$ cat config.mk
export PLATFORM = sky130hd
export DESIGN_NAME = dmem_arbiter
export DESIGN_NICKNAME = d
export VERILOG_FILES = /design/src/rtl/dmem_arb_pkg.sv /design/src/rtl/rr_arbiter_2.sv /design/src/rtl/dmem_arbiter.sv
export SDC_FILE = /design/constraint.sdc
export NUM_CORES = 1
export LEC_CHECK = 0
export BUFFER_PORTS_ARGS = -buffer_cell sky130_fd_sc_hd__buf_2
export CORE_MARGIN = 4
export CORE_UTILIZATION = 38
export CTS_CLUSTER_DIAMETER = 40
export DETAILED_ROUTE_END_ITERATION = 10
export GPL_TIMING_DRIVEN = 0
export PLACE_DENSITY = 0.81
export SYNTH_ARGS = -nofsm -noshare
export SYNTH_HDL_FRONTEND = slang
export SYNTH_SLANG_ARGS = --single-unit
$ cat constraint.sdc
create_clock -name clk -period 2.3 [get_ports clk]
set_input_delay 0.115 -clock clk [delete_from_list [all_inputs] [get_ports clk]]
set_output_delay 0.115 -clock clk [all_outputs]
set_load 0.05 [all_outputs]
$ cat src/rtl/dmem_arb_pkg.sv
// Shared encodings for the data-memory arbiter: FSM state codes and requester IDs.
package dmem_arb_pkg;

   localparam logic [1:0] ST_IDLE   = 2'd0;
   localparam logic [1:0] ST_ACCESS = 2'd1;
   localparam logic [1:0] ST_DONE   = 2'd2;

   localparam logic PORT_CPU = 1'b0;
   localparam logic PORT_DMA = 1'b1;

   typedef enum logic [1:0] {
      S_IDLE   = ST_IDLE,
      S_ACCESS = ST_ACCESS,
      S_DONE   = ST_DONE
   } state_t;

endpackage

$ cat src/rtl/rr_arbiter_2.sv
// Combinational two-way round-robin winner select with a per-port exclude mask.
module rr_arbiter_2
   import dmem_arb_pkg::*;
(
   input  logic [1:0] i_req,
   input  logic       i_last_grant,
   input  logic [1:0] i_exclude,
   output logic       o_winner,
   output logic       o_valid
);

   logic [1:0] w_req;

   assign w_req   = i_req & ~i_exclude;
   assign o_valid = |w_req;

   always_comb begin
      o_winner = PORT_CPU;
      if (w_req == 2'b11) begin
         o_winner = ~i_last_grant;
      end else if (w_req[1]) begin
         o_winner = PORT_DMA;
      end
   end

endmodule

$ cat src/rtl/dmem_arbiter.sv
// Round-robin arbiter/sequencer between a CPU port and a DMA port in front of datamemory.
module dmem_arbiter
   import dmem_arb_pkg::*;
#(
   parameter int DATA_WIDTH = 32,
   parameter int ADDR_WIDTH = 10
) (
   input  logic                  clk,
   input  logic                  rst,
   input  logic                  m0_req,
   input  logic                  m0_we,
   input  logic [ADDR_WIDTH-1:0] m0_addr,
   input  logic [DATA_WIDTH-1:0] m0_wdata,
   output logic                  m0_ack,
   output logic [DATA_WIDTH-1:0] m0_rdata,
   input  logic                  m1_req,
   input  logic                  m1_we,
   input  logic [ADDR_WIDTH-1:0] m1_addr,
   input  logic [DATA_WIDTH-1:0] m1_wdata,
   output logic                  m1_ack,
   output logic [DATA_WIDTH-1:0] m1_rdata,
   output logic [ADDR_WIDTH-1:0] mem_address,
   output logic                  mem_we,
   output logic [DATA_WIDTH-1:0] mem_in,
   input  logic [DATA_WIDTH-1:0] mem_out,
   output logic                  busy
);

   state_t                r_state, w_state_nxt;
   logic                  r_grant, r_last_grant, r_we;
   logic [ADDR_WIDTH-1:0] r_addr;
   logic [DATA_WIDTH-1:0] r_wdata;
   logic                  w_win, w_valid, w_load, w_done;
   logic [1:0]            w_excl;
   logic [DATA_WIDTH-1:0] w_rd;

   // The port being acked in DONE must not win again off its still-high req.
   assign w_excl = (r_state == S_DONE) ? (r_grant ? 2'b10 : 2'b01) : 2'b00;

   rr_arbiter_2 u_rr (
      .i_req       ({m1_req, m0_req}),
      .i_last_grant(r_last_grant),
      .i_exclude   (w_excl),
      .o_winner    (w_win),
      .o_valid     (w_valid)
   );

   always_comb begin
      w_state_nxt = r_state;
      w_load      = 1'b0;
      case (r_state)
         S_IDLE: begin
            if (w_valid) begin
               w_state_nxt = S_ACCESS;
               w_load      = 1'b1;
            end
         end
         S_ACCESS: w_state_nxt = S_DONE;
         S_DONE: begin
            if (w_valid) begin
               w_state_nxt = S_ACCESS;
               w_load      = 1'b1;
            end else begin
               w_state_nxt = S_IDLE;
            end
         end
         default: w_state_nxt = S_IDLE;
      endcase
   end

   // Request fields are latched at grant so a dropped req still completes cleanly.
   always_ff @(posedge clk or posedge rst) begin
      if (rst) begin
         r_state      <= S_IDLE;
         r_grant      <= PORT_CPU;
         r_last_grant <= PORT_DMA;
         r_we         <= 1'b0;
         r_addr       <= '0;
         r_wdata      <= '0;
      end else begin
         r_state <= w_state_nxt;
         if (w_load) begin
            r_grant <= w_win;
            r_we    <= w_win ? m1_we : m0_we;
            r_addr  <= w_win ? m1_addr : m0_addr;
            r_wdata <= w_win ? m1_wdata : m0_wdata;
         end
         if (r_state == S_DONE) begin
            r_last_grant <= r_grant;
         end
      end
   end

   assign w_done      = (r_state == S_DONE);
   assign m0_ack      = w_done & ~r_grant;
   assign m1_ack      = w_done & r_grant;
   assign w_rd        = (w_done && !r_we) ? mem_out : '0;
   assign m0_rdata    = m0_ack ? w_rd : '0;
   assign m1_rdata    = m1_ack ? w_rd : '0;
   assign mem_we      = (r_state == S_ACCESS) & r_we;
   assign mem_address = r_addr;
   assign mem_in      = r_wdata;
   assign busy        = (r_state != S_IDLE);

endmodule

## Yosys cells after proc, flatten, opt, wreduce, memory -nomap -nowiden

Cells that the tools add are included.

- Register bits after elaboration: 47
- Bits of input ports: 122

- Equal/unequal tests: 4
- Multiplexer cells: 15
- Bitwise gates (word level): 7
- Reduce and logical (&&, ||, !) cells: 6

Operators with widths:

| cell | count |
|---|---|
| 2-to-1 mux 32 bit | 4 |
| 2-to-1 mux 10 bit | 1 |
| 2-to-1 mux 1 bit | 6 |
| 2-to-1 mux 2 bit | 3 |
| one-hot mux 2 bit (3 select lines) | 1 |
| == test 2 bit, second input constant | 2 |
| OR reduction 2 bit | 2 |
| AND 1 bit | 3 |
| AND 2 bit | 1 |
| == test 2 x 1 -> 1 bit, second input constant | 1 |
| logical NOT 2 bit | 1 |
| != test 2 x 1 -> 1 bit, second input constant | 1 |
| inverter 1 bit | 2 |
| inverter 2 bit | 1 |
| nonzero test 2 bit | 1 |
| logical AND 1 bit | 1 |
| logical NOT 1 bit | 1 |

## Logic depth before layout (Yosys ltp)

- Depth after elaboration: 7
- Gate-level depth with buffers: 6
- Depth with buffers taken out: 4

## Modules after synthesis

From an unflattened synthesis, not the netlist that was laid out.

- Cells, all modules: 230
- Area total of the unflattened synthesis: 3001.6 um^2

By module, submodules not included:

| module | times used | cells an instance | area each (um^2) | sequential area each (um^2) |
|---|---|---|---|---|
| dmem_arbiter | 1 | 225 | 2962.8 | 1177.4 |
| rr_arbiter_2 | 1 | 5 | 38.8 | 0.0 |

## Least setup slack after synthesis

Ideal clock, no wire load.

- Path type: register to output
- Start: register r_state[0]
- End: output port m0_rdata[10]
- Data arrival time: 1.544 ns
- Data required time: 2.185 ns
- Path slack: 0.641 ns
- Cell stages (with the launch flop): 5
- Buffers on the path: 1
- Path through: dfrtp_1 -> nand2b_1 -> nor3_1 -> clkbuf_1 -> and2_1

- Word-level cells in the longest chain between the ends: 4

Ends and longest elaborated chain:

| element | RTL line | RTL |
|---|---|---|
| from (decl) | dmem_arbiter.sv:29 | `state_t r_state, w_state_nxt;` |
| from (signal assigned) | dmem_arbiter.sv:81 | `r_state <= w_state_nxt;` |
| == test 2 bit * | dmem_arbiter.sv:94 | `assign w_done = (r_state == S_DONE);` |
| logical AND 1 bit | dmem_arbiter.sv:97 | `assign w_rd = (w_done && !r_we) ? mem_out : '0;` |
| 2-to-1 mux 32 bit | dmem_arbiter.sv:97 |  |
| 2-to-1 mux 32 bit * | dmem_arbiter.sv:98 | `assign m0_rdata = m0_ack ? w_rd : '0;` |
| to (decl) | dmem_arbiter.sv:15 | `output logic [DATA_WIDTH-1:0] m0_rdata,` |

Mark *: on every way between the ends. The rest lies on a longest branch, timed or not.

## Worst setup path in the final report

- Start: register r_state[0]
- End: output port m1_rdata[23]

- Word-level cells in the longest chain between the ends: 4

Ends and longest elaborated chain:

| element | RTL line | RTL |
|---|---|---|
| == test 2 bit * | dmem_arbiter.sv:94 |  |
| logical AND 1 bit | dmem_arbiter.sv:97 |  |
| 2-to-1 mux 32 bit | dmem_arbiter.sv:97 |  |
| 2-to-1 mux 32 bit * | dmem_arbiter.sv:99 | `assign m1_rdata = m1_ack ? w_rd : '0;` |
| to (decl) | dmem_arbiter.sv:21 | `output logic [DATA_WIDTH-1:0] m1_rdata,` |

Marks and branches as above.

==> impl_metrics.toml <==
[status]
status = "completed"

[worst_setup_path]
r2r_start = "r_grant$_DFFE_PP0P_"
rr_endpoint = "mem_in[7]$_DFFE_PP0P_"
crit_buf_inv = 2
critPathMaxFanout = 10
r2r_slack_ns = 0.37
required_ns = 2.18
cp_cell_sequence = "nand2b_1, nor3_2, clkbuf_1, and2_1, buf_2"
path_delay_family = "simple AND/OR/NAND/NOR gates"
end_kind = "output port"
arrival_ns = 2.06
worstSetupStartpointType = "register"
rr_worst_depth = 5
slowest_delay_ns = 0.42
slowest_stage = "dfrtp_1"
setup.worst_path.class = "reg -> out"

[route]
post_drt_wl_per_cell_um = 14.5
vias = 2788
viasPerCell = 4.54
wl_met1_mm = 3.75
dr.pass1.iters = 4
drc = 0
wl_mm = 8.92
highest_layer = "met4"
wl_met2_mm = 4.38
ant_nets = 0
drt_iter0_drc = 82
dr_wl_met3_um = 707

[finish]
mostFrequentLayoutCells = "buf_2 (238), and2_1 (65), dfrtp_1 (46)"
syn2layout_area_growth_pct = 53.3
fin_area_sq_mm = 0.00408
drive_gt1_share_pct = 50.8
fillers = 626
antenna_cells = 0
stdcell_count = 614
layout.nets = 639
final_common_cell = "buf_2"

[floorplan]
die_height_um = 91.6
initial_utilization_pct = 39.1
fp.dieW_um = 91.6
fp.dieArea_sq_mm = 0.00840
coreArea_sq_mm = 0.00679
rows = 30
io_pins = 232

[synth]
ys_seq_area_share_pct = 44.3
syn_inst = 277
synth-compound-area-share_pct = 9.23
synth_nets = 399
synthSimpleGateAreaFrac_pct = 23.2
yosys_warnings = 0
synth_fa_ha_area_share_pct = 0
ys_ff_latch = 47
synthMuxAreaShare_pct = 16.9
synth_xor_xnor_area_share_pct = 0
syn_area_sq_mm = 0.00266
synth_top_family_by_area = "simple AND/OR/NAND/NOR gates"
avgSynthCellArea_sq_um = 9.59
yosysUniqueCellTypes = 19

[clock_tree]
cts-htree-levels = 2
path_clk_slew_ns = 0.09
cts_inserted_buffers = 5
clkSinkCount = 47
cts_tree = "yes"
ctsRootBufferMaster = "clkbuf_8"
clock_path_buffers = 2
clock_latency_ns = 0.30

[global_routing]
antenna_found_initial = 0
track_usage_pct = 20.3
grt_max_degree = 46
grt_overflow_total = 0
grt_pass1_wl_mm = 13.9
grt_pass1_vias = 2832

[sta]
whs_ns = 0.113
period_share_pct = 94.4
setup-tns-final_ns = 0
slew_headroom_pct = 68.9
maxSlewViolCount = 0
skew_ns = 0.0145
rsz0062_at_grt = "true"
tightest_slew_ns = 0.466
min_period_ns = 2.17
report.final.hold_viol_count = 0
setup_viol = 0
fmax_mhz = 461

[pwr]
p_leak_nw = 2.36
vdd_drop_max_mv = 0.907
power.total_mw = 5.73
power.density_mw_per_mm2 = 1410

[min_path]
worstHoldStart = "m1_addr[9]"
whs_path_depth = 3
hold_class = "in -> reg"
hold_end = "mem_address[9]$_DFFE_PP0P_"

[job]
drv_cap = 0

[placement]
dp_hpwl_mm = 7.21
dp.cells = 605
gp_congestion = 0.805
portBuffers = 231
dpl_cell_area_sq_mm = 0.00395
[synthesized netlist by cell type]
library cell	count	share of area, %
a21oi_1	43	8.1
a211oi_2	1	0.47
buf_6	1	0.42
a311o_1	1	0.38
clkbuf_1	8	1.1
or2_2	1	0.24
nor3_1	2	0.38
nor2b_1	1	0.24
and3b_4	1	0.47
dfstp_2	1	0.99
dfrtp_1	46	43
mux2i_1	45	17
buf_12	4	3.0
a21o_1	1	0.28
nor2_1	45	6.4
inv_1	3	0.42
nand2b_1	1	0.24
buf_2	7	1.3
and2_1	65	15
[what timing repair did]
item                                    CTS  global route
buffers inserted                          0             0
endpoints found under the setup margin    6            35
hold endpoints to repair                 46             0
hold buffers                              1             0
gates resized for setup                   1            11
[layer usage]
metal	vias to the layer above	global-route usage, %
li1	1398	-
met1	1255	26.5
met2	127	34.0
met3	8	4.51
met4	0	5.28
met5	-	0
[where the power goes]
part           total [mW]  switching, mW  internal (mW)
Sequential           1.49          0.245           1.24
Clock               0.523          0.276          0.247
Combinational        3.72           2.74          0.985
[worst max path at each step]
stage                           start                    end  cells past startpoint
3_3_place_gp      r_grant$_DFFE_PP0P_  mem_in[6]$_DFFE_PP0P_                      5
6_report       r_state[0]$_DFFE_PP0P_           m1_rdata[23]                      5
2_1_floorplan  r_state[0]$_DFFE_PP0P_           m0_rdata[10]                      4
3_5_place_dp   r_state[0]$_DFFE_PP0P_            m1_rdata[9]                      5
5_1_grt        r_state[0]$_DFFE_PP0P_           m1_rdata[28]                      5
4_1_cts        r_state[0]$_DFFE_PP0P_           m0_rdata[26]                      5
[state kept, by name, summed over array words and instances (netlist names)]
| register | count |
|---|---|
| r_last_grant | 1 |
| mem_in | 32 |
| r_we | 1 |
| mem_address | 10 |
| r_grant | 1 |
| r_state | 2 |
[metrics by stage]
stage,worst slack [ns],utilization [%]
4_1_cts,0.00769,59.8
6_report,0.130,60.0
2_1_floorplan,0.641,-
3_5_place_dp,0.282,58.2
5_1_grt,-0.0268,60.0
3_3_place_gp,0.319,57.9
[worst reg2reg max path, cell delays in order (launching register included)]
cell and delay [ns]:
dfrtp_1 0.46, mux2i_1 0.16, a211oi_2 0.46, buf_2 0.34
buf_2 0.28, a21oi_1 0.10
[logic make-up (layout without fill, tap and decap cells)]
logic type      after synthesis  count (layout)
simple gates                116             116
flops                        47              47
mux                          45              45
buf+inv                      23             264
compound gates               46              46
[cell type report]
type                            instances  area [sq um]  share of cell area, %
Multi-Input combinational cell        207          1320                   32.5
Tap cell                               96           120                   2.95
Sequential cell                        47          1180                   28.9
Clock buffer                            7          86.3                   2.12
Inverter                                3          11.3                  0.276
Timing Repair Buffer                  233          1190                   29.1
Clock inverter                          1          8.76                  0.215
Buffer                                 20           163                   3.99
Power figures use the tool's default switching activity.
